`src/rtl/mole_pkg.sv`:
```
// mole_pkg: shared definitions for the mole scoring slice.
//   MAX_HOLES   - widest hole/button vector any instance may use
//   LFSR_TAPS   - feedback mask for the 16-bit Fibonacci LFSR (taps 16,14,13,11)
//   bcd_digit_t - one packed BCD digit
//   onehot()    - hole index to one-hot mask, zero when idx is out of range
package mole_pkg;

  localparam int MAX_HOLES = 8;

  // Bit k of the mask selects LFSR stage k+1: stages 16,14,13,11.
  localparam logic [15:0] LFSR_TAPS = 16'hB400;

  typedef logic [3:0] bcd_digit_t;

  function automatic logic [MAX_HOLES-1:0] onehot(input logic [2:0] idx, input int n);
    logic [MAX_HOLES-1:0] v;
    v = '0;
    if (int'(idx) < n) v[idx] = 1'b1;
    return v;
  endfunction

endpackage

```
`src/rtl/mole_hit_scorer_bcd_sat_counter.sv`:
```
// bcd_sat_counter: multi-digit BCD up-counter that sticks at all-9s.
//   clk   - system clock
//   rst   - asynchronous active-high reset, clears the count
//   inc   - add one this cycle (ignored once saturated)
//   clr   - synchronous clear, wins over inc
//   value - packed BCD count, digit 0 in the LSBs
module bcd_sat_counter
  import mole_pkg::*;
#(
  parameter int SCORE_DIGITS = 3
) (
  input  logic                      clk,
  input  logic                      rst,
  input  logic                      inc,
  input  logic                      clr,
  output logic [4*SCORE_DIGITS-1:0] value
);

  logic [SCORE_DIGITS-1:0] is_nine;
  logic [SCORE_DIGITS-1:0] carry;
  logic                    all_nines;

  assign all_nines = &is_nine;
  // Saturation is decided once at the bottom of the ripple chain.
  assign carry[0]  = inc & ~all_nines;

  generate
    for (genvar gi = 0; gi < SCORE_DIGITS; gi++) begin : g_digit
      bcd_digit_t digit_reg;

      assign is_nine[gi]     = (digit_reg == 4'd9);
      assign value[4*gi +: 4] = digit_reg;

      if (gi < SCORE_DIGITS - 1) begin : g_carry
        assign carry[gi+1] = carry[gi] & is_nine[gi];
      end

      always_ff @(posedge clk or posedge rst) begin
        if (rst) begin
          digit_reg <= '0;
        end else if (clr) begin
          digit_reg <= '0;
        end else if (carry[gi]) begin
          digit_reg <= is_nine[gi] ? 4'd0 : digit_reg + 4'd1;
        end
      end
    end
  endgenerate

endmodule

```
`src/rtl/mole_hit_scorer.sv`:
```
// mole_hit_scorer: picks a hole per mole period, lights it while the window
// is open, classifies whack presses and keeps a saturating BCD score.
//   clk, rst          - clock, asynchronous active-high reset
//   game_in_progress  - game level from the sequencing FSM
//   mole_clk          - rising edge starts a new mole period
//   mole_up_window    - high while the mole may be hit
//   whack_buttons     - raw asynchronous button levels, active-high
//   mole_leds         - one-hot visible mole or zero
//   score_bcd         - BCD score, digit 0 in the LSBs
//   hit/miss/escape_pulse - one-cycle event strobes
//   cur_hole          - index of the current hole (debug)
module mole_hit_scorer
  import mole_pkg::*;
#(
  parameter int          N_HOLES      = 4,
  parameter int          SCORE_DIGITS = 3,
  parameter logic [15:0] LFSR_SEED    = 16'hACE1
) (
  input  logic                      clk,
  input  logic                      rst,
  input  logic                      game_in_progress,
  input  logic                      mole_clk,
  input  logic                      mole_up_window,
  input  logic [N_HOLES-1:0]        whack_buttons,
  output logic [N_HOLES-1:0]        mole_leds,
  output logic [4*SCORE_DIGITS-1:0] score_bcd,
  output logic                      hit_pulse,
  output logic                      miss_pulse,
  output logic                      escape_pulse,
  output logic [2:0]                cur_hole
);

  logic [15:0]          lfsr_reg;
  logic                 mole_clk_reg;
  logic                 window_reg;
  logic                 game_reg;
  logic [N_HOLES-1:0]   btn_sync1_reg;
  logic [N_HOLES-1:0]   btn_sync2_reg;
  logic [N_HOLES-1:0]   btn_prev_reg;
  logic                 hit_flag_reg;
  logic [2:0]           cur_hole_reg;
  logic [N_HOLES-1:0]   leds_reg;
  logic                 hit_reg;
  logic                 miss_reg;
  logic                 escape_reg;

  logic                 lfsr_fb;
  logic                 mole_rise;
  logic                 game_start;
  logic                 window_fall;
  logic                 new_mole;
  logic [N_HOLES-1:0]   btn_evt;
  logic [MAX_HOLES-1:0] btn_evt_wide;
  logic [MAX_HOLES-1:0] hole_mask;
  logic                 evt_valid;
  logic                 is_hit;
  logic                 is_miss;
  logic [2:0]           cand_hole;
  logic [2:0]           next_hole;

  assign lfsr_fb     = ^(lfsr_reg & LFSR_TAPS);
  assign mole_rise   = mole_clk & ~mole_clk_reg;
  assign game_start  = game_in_progress & ~game_reg;
  assign window_fall = ~mole_up_window & window_reg;
  assign new_mole    = mole_rise & game_in_progress;

  assign btn_evt   = btn_sync2_reg & ~btn_prev_reg;
  assign hole_mask = onehot(cur_hole_reg, N_HOLES);

  always_comb begin
    btn_evt_wide              = '0;
    btn_evt_wide[N_HOLES-1:0] = btn_evt;
  end

  // A game start in the same cycle swallows the press. Equality against a
  // one-hot mask also rules out multiple simultaneous presses.
  assign evt_valid = (|btn_evt) & game_in_progress & ~game_start;
  assign is_hit    = evt_valid & (btn_evt_wide == hole_mask) & mole_up_window & ~hit_flag_reg;
  assign is_miss   = evt_valid & ~is_hit;

  // Bump to the neighbouring hole so a hole never repeats back-to-back.
  assign cand_hole = 3'(int'(lfsr_reg[2:0]) % N_HOLES);
  assign next_hole = (cand_hole == cur_hole_reg) ? 3'((int'(cand_hole) + 1) % N_HOLES)
                                                 : cand_hole;

  always_ff @(posedge clk or posedge rst) begin
    if (rst) begin
      lfsr_reg      <= LFSR_SEED;
      mole_clk_reg  <= 1'b0;
      window_reg    <= 1'b0;
      game_reg      <= 1'b0;
      btn_sync1_reg <= '0;
      btn_sync2_reg <= '0;
      btn_prev_reg  <= '0;
      hit_flag_reg  <= 1'b0;
      cur_hole_reg  <= '0;
      leds_reg      <= '0;
      hit_reg       <= 1'b0;
      miss_reg      <= 1'b0;
      escape_reg    <= 1'b0;
    end else begin
      lfsr_reg      <= {lfsr_reg[14:0], lfsr_fb};
      mole_clk_reg  <= mole_clk;
      window_reg    <= mole_up_window;
      game_reg      <= game_in_progress;
      btn_sync1_reg <= whack_buttons;
      btn_sync2_reg <= btn_sync1_reg;
      btn_prev_reg  <= btn_sync2_reg;

      hit_reg    <= is_hit;
      miss_reg   <= is_miss;
      escape_reg <= window_fall & ~hit_flag_reg & game_in_progress;

      if (new_mole) cur_hole_reg <= next_hole;

      // A hit judged against the old mole must not leak into the new one.
      if (game_start || new_mole) hit_flag_reg <= 1'b0;
      else if (is_hit)            hit_flag_reg <= 1'b1;

      if (!game_start && mole_up_window && game_in_progress && !hit_flag_reg)
        leds_reg <= hole_mask[N_HOLES-1:0];
      else
        leds_reg <= '0;
    end
  end

  bcd_sat_counter #(
    .SCORE_DIGITS(SCORE_DIGITS)
  ) u_score (
    .clk  (clk),
    .rst  (rst),
    .inc  (is_hit),
    .clr  (game_start),
    .value(score_bcd)
  );

  assign mole_leds    = leds_reg;
  assign hit_pulse    = hit_reg;
  assign miss_pulse   = miss_reg;
  assign escape_pulse = escape_reg;
  assign cur_hole     = cur_hole_reg;

endmodule

```
`config.mk`:
```
export PLATFORM = sky130hd
export DESIGN_NAME = mole_hit_scorer
export DESIGN_NICKNAME = d
export VERILOG_FILES = /design/src/rtl/mole_pkg.sv /design/src/rtl/mole_hit_scorer_bcd_sat_counter.sv /design/src/rtl/mole_hit_scorer.sv
export SDC_FILE = /design/constraint.sdc
export NUM_CORES = 1
export LEC_CHECK = 0
export CAP_MARGIN = 15
export CORE_ASPECT_RATIO = 1.4
export CORE_MARGIN = 2
export CORE_UTILIZATION = 40
export CTS_BUF_LIST = sky130_fd_sc_hd__clkbuf_16
export DETAILED_ROUTE_END_ITERATION = 8
export PLACE_DENSITY = 0.73
export SLEW_MARGIN = 20
export SYNTH_ARGS = -nofsm -noshare
export SYNTH_HDL_FRONTEND = slang
export SYNTH_SLANG_ARGS = --single-unit
```
`constraint.sdc`:
```
create_clock -name clk -period 2.1 [get_ports clk]
set_clock_uncertainty 0.15 [all_clocks]
set_input_delay 0.525 -clock clk [delete_from_list [all_inputs] [get_ports clk]]
set_output_delay 0.525 -clock clk [all_outputs]
set_load 0.05 [all_outputs]
```
# After elaboration in Yosys (flattened, before gate mapping)
# Cells that the tools add are included.
# totals
register_bits	54
in_bits	9
# op_classes
add_sub_neg	4
magnitude_cmp	3
n_eq_ne	5
n_mux	16
bitwise	25
reduce_logical	15
# ops
cell	count
4-bit 2-to-1 mux	10
16-bit parity	1
1-bit bitwise AND	15
4-bit by 1-bit adder with 4-bit output, second input constant	3
4-bit == test, second input constant	3
4-bit by 8-bit == test with 1-bit output	1
8-bit 2-to-1 mux	1
2-bit nonzero test	4
1-bit NOT	7
4-bit bitwise AND	1
1-bit logical AND	4
3-bit by 4-bit < comparator with 1-bit output, second input constant	1
4-bit NOT	1
4-bit OR reduction	1
1-bit demux with 3-bit select	1
2-bit by 3-bit == test with 1-bit output	1
3-bit by 1-bit >= comparator with 1-bit output, second input constant	1
3-bit < comparator, second input constant	1
1-bit 2-to-1 mux	3
3-bit 2-to-1 mux	1
3-bit AND reduction	1
2-bit by 1-bit adder with 2-bit output, second input constant	1
1-bit zero test	2
2-bit OR reduction	1
other kinds (2)	2

# Longest topological paths before layout
# logic_depth
ltp_word	14
mapped_depth	8

# By module
# Synthesis repeated with hierarchy kept, for this count alone.
# unflattened
hier_cells	168
area_unflattened_um2	2122.0
# modules_own_cells
module	instances	cells_per_inst	area_per_inst_um2
mole_hit_scorer	1	91	1377.6
bcd_sat_counter	1	77	744.5

# Worst setup path before layout
# No wires, ideal clock.
# synth_timing
path_kind	flip-flop to flip-flop
startpoint	register cur_hole_reg[1], in the netlist cur_hole[1]
endpoint	register u_score.g_digit[2].digit_reg[3]
t_arrival_ns	2.161
t_required_ns	1.871
slack_ns	-0.291
stages_incl_launch_ff	7
period_less_slack_ns	2.391
cell_sequence	dfrtp_1 -> buf_4 -> or4_1 -> a21o_1 -> buf_6 -> a2111oi_2 -> mux2i_1
# synth_between
elab_chain_cells	13
word_cells_on_any_way	15
# synth_rtl
item	line_no	source
from (decl)	mole_hit_scorer.sv:41	logic [2:0] cur_hole_reg;
from (signal assigned)	mole_hit_scorer.sv:114	if (new_mole) cur_hole_reg <= next_hole;
3-bit by 4-bit < comparator with 1-bit output (not written as such) / 3-bit by 1-bit >= comparator with 1-bit output (equally long branches)	mole_pkg.sv:18	if (int'(idx) < n) v[idx] = 1'b1;
1-bit logical AND (not written as such)	mole_pkg.sv:18	
1-bit 2-to-1 mux (not written as such)	mole_pkg.sv:18	
1-bit demux with 3-bit select	mole_pkg.sv:18	
8-bit 2-to-1 mux *	mole_pkg.sv:18	
4-bit by 8-bit == test with 1-bit output *	mole_hit_scorer.sv:78	assign is_hit = evt_valid & (btn_evt_wide == hole_mask) & mole_up_window & ~hit_flag_reg;
1-bit bitwise AND * (3 in series)	mole_hit_scorer.sv:78	
1-bit bitwise AND *	mole_hit_scorer_bcd_sat_counter.sv:25	assign carry[0] = inc & ~all_nines;
1-bit bitwise AND * (2 in series)	mole_hit_scorer_bcd_sat_counter.sv:35	assign carry[gi+1] = carry[gi] & is_nine[gi];
2-bit nonzero test (no source line) *	--	
to (signal assigned)	mole_hit_scorer_bcd_sat_counter.sv:44	digit_reg <= is_nine[gi] ? 4'd0 : digit_reg + 4'd1;
to (decl)	mole_hit_scorer_bcd_sat_counter.sv:29	bcd_digit_t digit_reg;
# Every way passes the cells marked *; elsewhere a longest branch is shown, timed or not.
# A chain may end at the register's enable or synchronous reset.

# Worst setup path after layout
# layout_timing
startpoint	input port mole_up_window
endpoint	register u_score.g_digit[2].digit_reg[3]
# layout_between
elab_chain_cells	6
# layout_rtl
item	line_no	source
from (decl)	mole_hit_scorer.sv:23	input logic mole_up_window,
1-bit bitwise AND (2 in series)	mole_hit_scorer.sv:78	
1-bit bitwise AND	mole_hit_scorer_bcd_sat_counter.sv:25	
1-bit bitwise AND (2 in series)	mole_hit_scorer_bcd_sat_counter.sv:35	
2-bit nonzero test (no source line)	--	
# Every way passes these cells.

==> summary.txt <==
Global route
  • Total global routing overflow: 0
  • Initial antenna violation count: 0
  • Vias in the first global route: approximately 1,600
  • Total GRT Usage: 0.156
  • First-pass GRT wire length: roughly 7200 µm
  • Largest net degree at the start of global routing: 54

CTS
  • CTS tree: built
  • Cts bufs inserted: 5
  • Worst-Skew Late Latency: approximately 0.29 ns
  • Clock tree sinks: 53
  • H-tree lvl count: 2
  • Bufs on Longest Clock Path: 2
  • Clk root buf: clkbuf_16
  • CTS clk-pin slew, worst paths: 0.07 ns

Flow run
  • Max-cap violations: 0

Detailed routing
  • DRT iter0 DRCs: 92
  • Post-DRT Antenna Nets: 0
  • Detailed-route via count: 1,488
  • Final WL: ~4300 µm
  • Routed vias/inst: 4.98
  • DR WL/cell: 14.3 µm
  • Router iterations before antenna repair: 4
  • DRC Markers: 0

Power and ir drop
  • Pleak: about 1.3 nW
  • Maximum VDD drop: around 0.39 mV
  • Total chip power: about 2.2 mW
  • PwrDens: 760 nW/µm²

Placement
  • HPWL Detailed: around 2600 µm
  • Placed Cells: roughly 280
  • Placer Congestion: 0.816
  • Place WS: -0.703 ns
  • DP Area: approximately 2600 µm²
  • Buffers on Ports: 29

Floorplanning
  • Initial Utilization: 0.415
  • Die width: between 60 and 70 µm
  • DIE HEIGHT: a little over 90 µm
  • Die Area: 5960 µm²
  • Row count: 31
  • Core area: slightly above 5000 µm²
  • IO Pins: 31

Setup path
  • Crit-path cells: dlygate4sd2_1 -> nand4b_1 -> or4_4 -> a21o_4 -> a2111oi_4 -> mux2i_1
  • WP buf/inv: 1
  • Data arrival, critical path: 2.19 ns
  • CP top delay family: simple AND/OR/NAND/NOR gates
  • Beginning of the worst register-to-register path: btn_prev_reg[2]
  • Critical path's largest stage delay: between 0.5 and 0.6 ns
  • Crit path max fanout: 5
  • Setup crit start: mole_up_window
  • Crit path kind: input pin to flop
  • CP max-delay cell: or4_4
  • CP startpoint kind: input pin
  • Critical Path RT: 2.16 ns
  • Critical path endpoint category: flop

Cells and area
  • Util after Layout: 0.563
  • Share of layout cells above drive strength 1: 0.361
  • Max FFs per register: 16
  • Most frequent cells in the layout: dfrtp_1, buf_4, nand2_1
  • Final Net Count: roughly 250
  • Fill count: 427
  • Final cell count without fillers: approximately 300
  • Area grow syn2layout: 35.7%
  • Fin area: slightly below 3000 µm²
  • N_diodes: 0

STA
  • Final setup viols: 6
  • Fin Setup TNS: -0.0876 ns
  • Slew Limit Fails: 0
  • WHS: ~0.20 ns
  • Fmax: roughly 0.47 GHz
  • RSZ-0062 raised after global routing: true
  • Number of hold violations in the final report: 0
  • Fin crit period: ~2.1 ns
  • Crit share post-route: 1.02
  • Final critical-path setup slack: -0.0341 ns

Yosys
  • Mapped Area: between 2000 and 2500 µm²
  • Biggest area consumer among synthesized cells: dfrtp_1
  • Synth area leaders: dfrtp_1, dfstp_2, nand2_1
  • Mean post-synth cell area: 12.1 µm²
  • Post-synth EDFFs: 0
  • YS warnings: 0
  • Syn Nets: approximately 190
  • Post-synth top area share: 0.526
  • Yosys cell types: between 40 and 50
  • Mapped Cells: between 150 and 200
  • Yosys reg bits: 53
  • Sequential share of the synthesized area: 0.625
  • Primary FF master, synth: dfrtp_1
  • Share of flip-flops with an asynchronous set or reset: 1.00

Worst hold path
  • Min-delay worst type: flop to flop
  • Source of the worst hold timing path: btn_sync1_reg[1]

Outcome
  • Violated checks: setup timing
  • Run status: finished, violations left
-- final timing paths --
path	end	slack, ns	cells after the start
max reg2reg	u_score.g_digit[2].digit_reg[3]	-0.01	5
min in group asynchronous	lfsr_reg[12]	0.44	3
min reg2reg	btn_sync2_reg[1]	0.20	0
max in group asynchronous	lfsr_reg[15]	1.07	3
min	btn_sync2_reg[1]	0.20	0
max	u_score.g_digit[2].digit_reg[3]	-0.03	6
-- metal layers --
layer  wire (µm)  GRT usage  part of all wire  vias to the layer above
met3         152     0.0324             0.035                        6
li1            -          -                 -                      724
met2        2260      0.257              0.53                       43
met4          82     0.0712             0.019                        0
met5           0          0                 0                        -
met1        1790      0.193              0.42                      715
-- synthesized netlist by cell type (all sizes together), types with 4 or more instances --
master,instances
a21oi,9
buf,4
clkbuf,4
dfrtp,45
dfstp,8
ha,6
inv,6
mux2i,8
nand2,22
nand2b,7
nand3,8
nand3b,6
nor2,4
o21ai,4
-- cell families (layout without fill, tap and decap cells) --
group / after synthesis / count (layout) / synth area share
buf+inv: 14 / 68 / 0.0322
simple gates: 65 / 65 / 0.167
compound gates: 26 / 28 / 0.0860
xor+xnor: 4 / 4 / 0.0164
flops: 53 / 53 / 0.625
fa+ha+maj: 6 / 6 / 0.0351
mux: 8 / 8 / 0.0374
other cells: 1 / 1 / 0.00175
-- where the power goes --
group	leakage [nW]	switching (mW)	internal [mW]
Sequential	0.670	0.0129	1.05
Combinational	0.571	0.126	0.0849
Clock	0.0848	0.365	0.571
Total	1.33	0.504	1.70
-- what timing repair did --
item / in CTS / in global routing
hold buffers: 0 / 0
gates resized for setup: 14 / 7
gates cloned: 1 / 1
buffers inserted: 9 / 0
pin swaps: 3 / 5
setup endpoints to repair: 14 / 15
-- layout make-up --
type                       count  area, µm²  share of cell area
clock inverter                 3       47.5              0.0164
clock buffer                   5        125              0.0431
sequential                    53       1340               0.461
multi-input combinational    112        836               0.288
tap                           66       82.6              0.0284
timing repair buffer          54        452               0.156
inverter                       6       22.5             0.00776
-- worst reg2reg max path, delay by kind of cell, from the launching register on --
kind,cells,cell delay (ns)
compound gates,2,0.74
flops,1,0.37
mux,1,0.22
simple gates,2,0.55
Power figures use the tool's default switching activity.
